## config.mk

```make
export PLATFORM = sky130hd
export DESIGN_NAME = lvmon_adc_ctrl
export DESIGN_NICKNAME = d
export VERILOG_FILES = /design/src/rtl/lvmon_adc_ctrl.sv
export SDC_FILE = /design/constraint.sdc
export NUM_CORES = 1
export LEC_CHECK = 0
export BUFFER_PORTS_ARGS = -buffer_cell sky130_fd_sc_hd__buf_2
export CORE_ASPECT_RATIO = 1.2
export CORE_MARGIN = 2
export CORE_UTILIZATION = 61
export CTS_BUF_LIST = sky130_fd_sc_hd__clkbuf_8 sky130_fd_sc_hd__clkbuf_16
export DETAILED_ROUTE_END_ITERATION = 12
export HOLD_SLACK_MARGIN = 0.08
export PLACE_DENSITY = 0.82
export SLEW_MARGIN = 40
export SYNTH_ARGS = -nofsm -noshare
export SYNTH_HDL_FRONTEND = slang
export SYNTH_SLANG_ARGS = --single-unit
```

## constraint.sdc

```tcl
create_clock -name CLK -period 3.2 [get_ports CLK]
set_input_delay 0 -clock CLK [delete_from_list [all_inputs] [get_ports CLK]]
set_output_delay 0 -clock CLK [all_outputs]
set_load 0.005 [all_outputs]
```

## src/rtl/lvmon_adc_ctrl.sv

```systemverilog
// rtl/lvmon_adc_ctrl.sv - serial frame controller for the seven LV-monitor ADCs
// One START yields select, control byte out, 12-bit result in, DONE strobe.
module lvmon_adc_ctrl #(
  parameter int CLK_DIV = 4
) (
  input  logic        CLK,
  input  logic        RST_B,
  input  logic        START,
  input  logic [2:0]  CHIP,
  input  logic [2:0]  CHAN,
  input  logic [1:0]  RNGBIP,
  output logic        BUSY,
  output logic        DONE,
  output logic        ERR,
  output logic [11:0] DATA,
  output logic        LVADCCLK,
  output logic        LVADCDATA,
  output logic [6:0]  LVADCEN_B,
  input  logic        LVADCBACK
);

  localparam int CW = $clog2(2 * CLK_DIV);
  localparam logic [CW-1:0] HALF_END = CW'(CLK_DIV - 1);
  localparam logic [CW-1:0] PER_END  = CW'(2 * CLK_DIV - 1);

  typedef enum logic [1:0] {S_IDLE, S_SEL, S_SHIFT, S_HOLD} state_t;

  state_t         state_q, state_d;
  logic [CW-1:0]  cnt_q, cnt_d;
  logic [4:0]     per_q, per_d;
  logic [7:0]     ctrl_q, ctrl_d;
  logic [11:0]    sh_q, sh_d;
  logic [11:0]    data_q, data_d;
  logic           done_q, done_d;
  logic           err_q, err_d;
  logic           sclk_q, sclk_d;
  logic           sdo_q, sdo_d;
  logic [6:0]     en_b_q, en_b_d;

  always_ff @(posedge CLK or negedge RST_B) begin
    if (!RST_B) begin
      state_q <= S_IDLE;
      cnt_q   <= '0;
      per_q   <= '0;
      ctrl_q  <= '0;
      sh_q    <= '0;
      data_q  <= '0;
      done_q  <= 1'b0;
      err_q   <= 1'b0;
      sclk_q  <= 1'b0;
      sdo_q   <= 1'b0;
      en_b_q  <= 7'h7F;
    end else begin
      state_q <= state_d;
      cnt_q   <= cnt_d;
      per_q   <= per_d;
      ctrl_q  <= ctrl_d;
      sh_q    <= sh_d;
      data_q  <= data_d;
      done_q  <= done_d;
      err_q   <= err_d;
      sclk_q  <= sclk_d;
      sdo_q   <= sdo_d;
      en_b_q  <= en_b_d;
    end
  end

  always_comb begin
    state_d = state_q;
    cnt_d   = cnt_q;
    per_d   = per_q;
    ctrl_d  = ctrl_q;
    sh_d    = sh_q;
    data_d  = data_q;
    done_d  = 1'b0;
    err_d   = 1'b0;
    sclk_d  = sclk_q;
    sdo_d   = sdo_q;
    en_b_d  = en_b_q;
    unique case (state_q)
      S_IDLE: begin
        if (START) begin
          if (CHIP == 3'd7) begin
            err_d = 1'b1;
          end else begin
            state_d = S_SEL;
            cnt_d   = '0;
            ctrl_d  = {1'b1, CHAN, RNGBIP, 2'b01};
            sclk_d  = 1'b0;
            sdo_d   = 1'b0;
            en_b_d  = ~(7'd1 << CHIP);
          end
        end
      end
      S_SEL: begin
        cnt_d = cnt_q + CW'(1);
        if (cnt_q == HALF_END) begin
          state_d = S_SHIFT;
          cnt_d   = '0;
          per_d   = '0;
          sdo_d   = ctrl_q[7];
        end
      end
      S_SHIFT: begin
        cnt_d = cnt_q + CW'(1);
        if (cnt_q == HALF_END) sclk_d = 1'b1;
        // Falling edge: advance the control byte and capture read periods r=2..13.
        if (cnt_q == PER_END) begin
          cnt_d  = '0;
          sclk_d = 1'b0;
          ctrl_d = {ctrl_q[6:0], 1'b0};
          sdo_d  = ctrl_q[6];
          if (per_q >= 5'd9 && per_q <= 5'd20) sh_d = {sh_q[10:0], LVADCBACK};
          if (per_q == 5'd23) begin
            state_d = S_HOLD;
            per_d   = '0;
          end else begin
            per_d = per_q + 5'd1;
          end
        end
      end
      S_HOLD: begin
        cnt_d = cnt_q + CW'(1);
        if (cnt_q == HALF_END) begin
          state_d = S_IDLE;
          cnt_d   = '0;
          en_b_d  = 7'h7F;
          done_d  = 1'b1;
          data_d  = sh_q;
        end
      end
      default: state_d = S_IDLE;
    endcase
  end

  assign BUSY      = (state_q != S_IDLE);
  assign DONE      = done_q;
  assign ERR       = err_q;
  assign DATA      = data_q;
  assign LVADCCLK  = sclk_q;
  assign LVADCDATA = sdo_q;
  assign LVADCEN_B = en_b_q;

endmodule

```

==> results of run 1 <==
==> Yosys cell counts, types with 2 or more instances <==
master / number / area (um2)
nor4_1: 2 / 12.51
o31ai_1: 2 / 15.01
nand2_1: 19 / 71.32
buf_4: 2 / 15.01
nand2b_1: 6 / 37.54
buf_2: 2 / 10.01
o22ai_1: 8 / 50.05
nand3_1: 5 / 25.02
ha_1: 13 / 162.7
mux2_2: 31 / 349.1
nor2b_1: 4 / 25.02
a21o_1: 3 / 22.52
a21oi_1: 10 / 50.05
or2b_1: 3 / 22.52
dfrtp_1: 46 / 1151
clkbuf_1: 4 / 15.01
dfstp_2: 7 / 183.9
o21ai_0: 8 / 40.04
nand3b_1: 2 / 15.01
nor2_1: 6 / 22.52
inv_1: 10 / 37.54
mux2i_1: 3 / 30.03
a22o_1: 3 / 26.28
o32ai_1: 4 / 35.03
==> metal layers <==
layer  up-vias  global-route usage  wire length (um)
li1        880                   -                 -
met1       900              0.2624              2071
met2        49              0.3830              2381
met3         5             0.04036               202
met4         0             0.08395                53
met5         -                   0                 0
==> kinds of logic after synthesis <==
kind of cell / count (synthesis)
flip-flops: 53
AO/OA/AOI/OAI: 44
adder cells (fa/ha/maj): 13
multiplexers: 35
buffers and inverters: 18
AND/OR/NAND/NOR: 56
==> power by group through the flow <==
stage	sequential, uW	clock, uW	combinational [uW]
floorplan	918	0	598
global placement	931	0	784
detailed placement	940	0	807
CTS	925	470	820
global route	948	487	923
finish	927	455	815
==> cell usage in the layout, fill, tap and decap left out, types with 3 or more instances in the layout <==
master / Yosys / final
inv_1: 10 / 10
o22ai_1: 8 / 8
nor2_1: 6 / 6
a22o_1: 3 / 3
a21oi_1: 10 / 10
buf_4: 2 / 4
dfrtp_1: 46 / 46
mux2_2: 31 / 31
buf_2: 2 / 35
nand2_1: 19 / 19
nor2b_1: 4 / 4
mux2i_1: 3 / 3
o21ai_0: 8 / 8
nand3_1: 5 / 5
o32ai_1: 4 / 4
dlygate4sd3_1: 0 / 12
or2b_1: 3 / 3
ha_1: 13 / 13
a21o_1: 3 / 3
clkbuf_8: 0 / 5
dfstp_2: 7 / 7
nand2b_1: 6 / 6
==> flip-flops by register name, indices dropped and copies added, names as in the netlist <==
name,flops
sh_q,12
LVADCEN_B,7
state_q,2
DONE,1
LVADCDATA,1
per_q,5
LVADCCLK,1
DATA,12
ctrl_q,8
ERR,1
cnt_q,3
==> worst register-to-register path: stages (launching register included) <==
cell      delay (ns)
dfrtp_1         0.38
ha_1            0.20
ha_1            0.51
nand2b_2        0.28
o21ai_2         0.09
or3b_1          0.42
mux2_4          0.31
==> worst max-delay path by stage <==
stage,slack (ns),endpoint
final,0.92,state_q[1]
after global routing,0.76,per_q[4]
after CTS,0.93,state_q[1]
after detailed placement,0.93,state_q[1]
after global placement,1.01,state_q[1]
after floorplan,1.36,state_q[1]
==> stage by stage <==
| stage | hold slack (ns) | setup WS [ns] |
|---|---|---|
| 2_1_floorplan | -0.2956 | 1.356 |
| 3_3_place_gp | 0.08243 | 1.014 |
| 3_5_place_dp | 0.07993 | 0.9314 |
| 4_1_cts | 0.08865 | 0.9311 |
| 5_1_grt | 0.1525 | 0.7609 |
| 6_report | 0.1020 | 0.9212 |
==> area by class of cell <==
cell class | count | area, um2
well taps | 54 | 67.56
clock inverters | 3 | 46.29
repair buffers | 51 | 325.3
flip-flops and latches | 53 | 1335
inverters | 10 | 37.54
clock buffers | 5 | 68.82
fillers | 264 | 944.7
multi-input cells | 148 | 1147
==> reports/metrics.csv, run 1 <==
stage,metric,value,unit
status,status,"complete, no violations",
synth,synth_xor_area_frac,0,
power,clock_power_share,0.207,
floorplanning,core-area,0.003973,mm2
floorplanning,num_io_pins,36,
global_route,grt_use_total,0.2145,
clock_network,ctsHoldBuffers,12,
placed_design,gp_congestion,0.8212,
timing,max_slew_margin,0.5333,
clock_network,insertion_delay,0.31,ns
synth,ys_async_sr_fraction,1.000,
clock_network,htreeDepth,2,
setup_path,cp-end-kind,register,
setup_path,cp_data_arrival_time,2.48,ns
global_route,grt_pass1_vias,1773,
timing,setup_viol,0,
synth,synth_warnings,0,
synth,synth_compound_area_frac,0.1144,
placed_design,io_buffer_count,35,
timing,hold_viol_final,0,
setup_path,cp_common_cell,ha_1,
power,switchingPower,767.4,uW
final_layout,layoutNonFillerInstCount,324,
final_layout,postLayoutCellArea,0.003028,mm2
setup_path,path_depth,6,
global_route,antenna_found_initial,0,
worst_hold_path,hp-class,in -> reg,
setup_path,crit_path_top_delay_cell,ha_1,
timing,finalCritPeriodShare,0.7121,
synth,ys.flop_type,dfrtp_1,
synth,synthesis.instances,219,
clock_network,postCtsSetupRepairBufs,0,
synth,yosysUniqueCellTypes,40,
power,p_total,2197,uW
synth,synth_edf_count,0,
setup_path,timing.critical_path.buf_inv,0,
synth,synth-seq-cells,53,
clock_network,cts_sinks,53,
final_layout,nets,294,
power,ir_drop,0.3897,mV
setup_path,cpPeakStageDelay,0.51,ns
synth,muxShareOfSynthArea,0.1540,
synth,syn_avg_cell_area,11.69,um2
clock_network,cts_resized,0,
power,p_seq_frac,0.422,
synth,synth-simple-area-share,0.1163,
floorplanning,initial_core_util,0.6444,
power,power_frac_comb,0.371,
setup_path,crit_required,3.40,ns
timing,slew_viol_final,0,
power,sw_frac_of_total,0.3493,
worst_hold_path,min_to,LVADCEN_B[2],
power,power.density,725.6,mW/mm2
synth,syn_nets,244,
placed_design,post-place-cells,304,
clock_network,cts_tree,yes,
clock_network,cts-root-buf,clkbuf_8,
floorplanning,die_h,74.97,um
clock_network,path_clk_slew,0.09,ns
drt,drtPass1Iterations,4,
final_layout,fin_util,0.7622,
setup_path,r2r-start,cnt_q[0],
setup_path,crit_fanout,17,
final_layout,area_delta_synth_final,18.28,%
worst_hold_path,min_path_cells,4,
run,maxCapViolations,0,
drt,routed_wl,4708,um
timing,final.setup.tns,0,ns
final_layout,drive_above_1_share,0.3333,
setup_path,rrSetupSlack,0.92,ns
worst_hold_path,min_from,CHIP[2],
clock_network,cts_buffers,5,
placed_design,post_dp_cell_area,0.002793,mm2
power,internal_power,1430,uW
synth,synth_top_family_by_area,multiplexers,
drt,ant_nets,0,
drt,drcViolationCount,0,
setup_path,path_cells,"ha_1, ha_1, nand2b_2, o21ai_2, or3b_1, mux2_4",
floorplanning,die_width,63.14,um
global_route,grt_max_degree,33,
clock_network,clk_path_buf_depth,2,
floorplanning,rows,25,
setup_path,crit_start,cnt_q[0],
setup_path,rr_worst_depth,6,
drt,drtIter0Drc,54,
synth,yosys.area_share.adder,0.06354,
synth,netlist_area,0.002560,mm2
timing,rsz0062_at_grt,false,
placed_design,detailed_place_hpwl,3311,um
setup_path,worstReg2RegEnd,state_q[1],
drt,drt-wirelength-per-cell,14.53,um
floorplanning,dieArea,0.004733,mm2
timing,fmax,0.4388,GHz
setup_path,path_delay_family,adder cells,
timing,period_needed,2.279,ns
synth,ys_seq_area_frac,0.5215,
drt,vias,1834,
drt,viasPerCell,5.660,
setup_path,crit_path_start_kind,register,
power,p_leak,0.001451,uW
global_route,grt_pass1_wl,7803,um
timing,tightest_slew,0.7001,ns
global_route,grt-ovfl-total,0,
final_layout,n_antenna_cell,0,
setup_path,path_class,reg -> reg,
timing,skew,0.009303,ns
Power figures use the tool's default switching activity.
==> run 2, diff against run 1 <==
- CORE_UTILIZATION: 61 -> 51
- PLACE_DENSITY: 0.82 -> 0.73
- clock period: 3.2 -> 1.92 ns (I/O delays scaled with it)
==> reports/metrics.csv, run 2 (synthesis gave the netlist of run 1 again) <==
stage,metric,value,unit,change
run,maxCapViolations,0,,unchanged
timing,hold_viol_final,0,,unchanged
setup_path,crit_fanout,5,,was 17
drt,ant_nets,0,,unchanged
timing,max_slew_margin,0.5613,,was 0.5333
placed_design,io_buffer_count,35,,unchanged
global_route,grt_pass1_wl,8155,um,was 7803 um
placed_design,detailed_place_hpwl,3399,um,was 3311 um
floorplanning,die_width,68.68,um,was 63.14 um
final_layout,layoutNonFillerInstCount,342,,was 324
global_route,grt_max_degree,54,,was 33
global_route,antenna_found_initial,0,,unchanged
power,ir_drop,0.6457,mV,was 0.3897 mV
setup_path,crit_required,2.12,ns,was 3.40 ns
timing,tightest_slew,0.6581,ns,was 0.7001 ns
drt,viasPerCell,5.371,,was 5.660
final_layout,area_delta_synth_final,22.73,%,was 18.28%
power,p_leak,0.001507,uW,was 0.001451 uW
global_route,grt-ovfl-total,0,,unchanged
final_layout,final_common_cell,dfrtp_1,,unchanged
final_layout,nets,306,,was 294
final_layout,drive_above_1_share,0.3865,,was 0.3333
timing,skew,0.008410,ns,was 0.009303 ns
drt,vias,1837,,was 1834
drt,routed_wl,4930,um,was 4708 um
timing,finalCritPeriodShare,0.9572,,was 0.7121
floorplanning,core-area,0.004870,mm2,was 0.003973 mm2
setup_path,crit_path_start_kind,register,,unchanged
floorplanning,initial_core_util,0.5257,,was 0.6444
clock_network,cts_buffers,5,,unchanged
worst_hold_path,hp-class,in -> reg,,unchanged
setup_path,rr_worst_depth,6,,unchanged
clock_network,cts_tree,yes,,unchanged
power,p_total,3769,uW,was 2197 uW
setup_path,worstReg2RegEnd,state_q[1],,unchanged
floorplanning,dieArea,0.005605,mm2,was 0.004733 mm2
floorplanning,die_h,81.61,um,was 74.97 um
worst_hold_path,min_path_cells,4,,unchanged
drt,drt-wirelength-per-cell,14.42,um,was 14.53 um
status,status,"complete, no violations",,unchanged
setup_path,cp_data_arrival_time,2.04,ns,was 2.48 ns
placed_design,post-place-cells,321,,was 304
power,power.density,1200,mW/mm2,was 725.6 mW/mm2
clock_network,insertion_delay,0.31,ns,about the same
floorplanning,num_io_pins,36,,unchanged
clock_network,cts-root-buf,clkbuf_8,,unchanged
setup_path,r2r-start,state_q[1],,was cnt_q[0]
setup_path,path_class,reg -> reg,,unchanged
setup_path,cp-end-kind,register,,unchanged
global_route,grt_use_total,0.1949,,was 0.2145
floorplanning,rows,28,,was 25
drt,drtIter0Drc,64,,was 54
timing,fmax,0.5441,GHz,was 0.4388 GHz
timing,setup_viol,0,,unchanged
global_route,grt_pass1_vias,1830,,was 1773
placed_design,gp_congestion,0.7890,,was 0.8212
setup_path,rrSetupSlack,0.08,ns,was 0.92 ns
clock_network,clk_path_buf_depth,2,,unchanged
worst_hold_path,min_to,LVADCEN_B[2],,unchanged
final_layout,mostFrequentLayoutCells,"dfrtp_1 (46), buf_2 (35), mux2_2 (31)",,unchanged
timing,period_needed,1.838,ns,was 2.279 ns
drt,drtPass1Iterations,4,,unchanged
worst_hold_path,min_from,CHIP[2],,unchanged
clock_network,path_clk_slew,0.10,ns,was 0.09 ns
clock_network,htreeDepth,2,,unchanged
timing,slew_viol_final,0,,unchanged
final_layout,n_antenna_cell,0,,unchanged
clock_network,cts_sinks,53,,unchanged
drt,drcViolationCount,0,,unchanged
run 2: worst max path at each step:
stage | from | to | slack (ns) | cells after the start
final | state_q[1] | state_q[1] | 0.08 | 6
after global placement | state_q[1] | ctrl_q[5] | 0.09 | 6
after floorplan | cnt_q[0] | state_q[1] | 0.08 | 6
after detailed placement | state_q[0] | state_q[1] | 0.07 | 6
after CTS | state_q[0] | state_q[1] | 0.05 | 6
after global routing | state_q[1] | ctrl_q[2] | -0.004 | 8
run 2: repair_timing:
action	4_1_cts	5_1_grt
resized for setup	0	7
setup buffers	0	2
hold endpoints to repair	54	0
hold buffers	11	0
setup endpoints to repair	0	14
run 2: per-stage QoR:
step / worst slack (ns) / instance area [um2] / hold slack, ns / util / TNS, ns
4_1_cts: 0.04544 / 3099 / 0.09607 / 0.6364 / 0
3_3_place_gp: 0.09142 / 2895 / 0.1634 / 0.5946 / 0
3_5_place_dp: 0.06653 / 2895 / 0.1598 / 0.5946 / 0
2_1_floorplan: 0.07579 / 2560 / -0.2956 / - / 0
5_1_grt: -0.003520 / 3142 / 0.1272 / 0.6452 / -0.005763
6_report: 0.08221 / 3142 / 0.1107 / 0.6452 / 0
run 2: routing by layer:
metal,share of wire,vias to the layer above,global-route usage,wire length (um)
li1,-,902,-,-
met1,0.46,902,0.2484,2246
met2,0.50,24,0.3269,2457
met3,0.029,9,0.03699,143
met4,0.017,0,0.07000,83
met5,0,-,0,0
run 2: layout make-up:
cell class                      instances  area, um2
Multi-Input combinational cell        148       1175
Inverter                               10      37.54
Clock inverter                          3      25.02
Timing Repair Buffer                   63      425.4
Clock buffer                            5      68.82
Sequential cell                        53       1335
Fill cell                             389       1728
Tap cell                               60      75.07
run 2: report_power, final:
| group | leakage, uW | total (uW) | switching, uW | internal (uW) |
|---|---|---|---|---|
| registers | 0.000683 | 1540 | 156 | 1380 |
| logic | 0.000779 | 1590 | 811 | 775 |
| clock network | 0.0000452 | 648 | 381 | 266 |
run 2: worst max-delay path, cell delays in order, from the launching register on:
cell,delay (ns)
dfrtp_1,0.44
inv_1,0.12
ha_1,0.21
nor2_1,0.14
o21ai_2,0.10
or3b_1,0.42
mux2_4,0.31
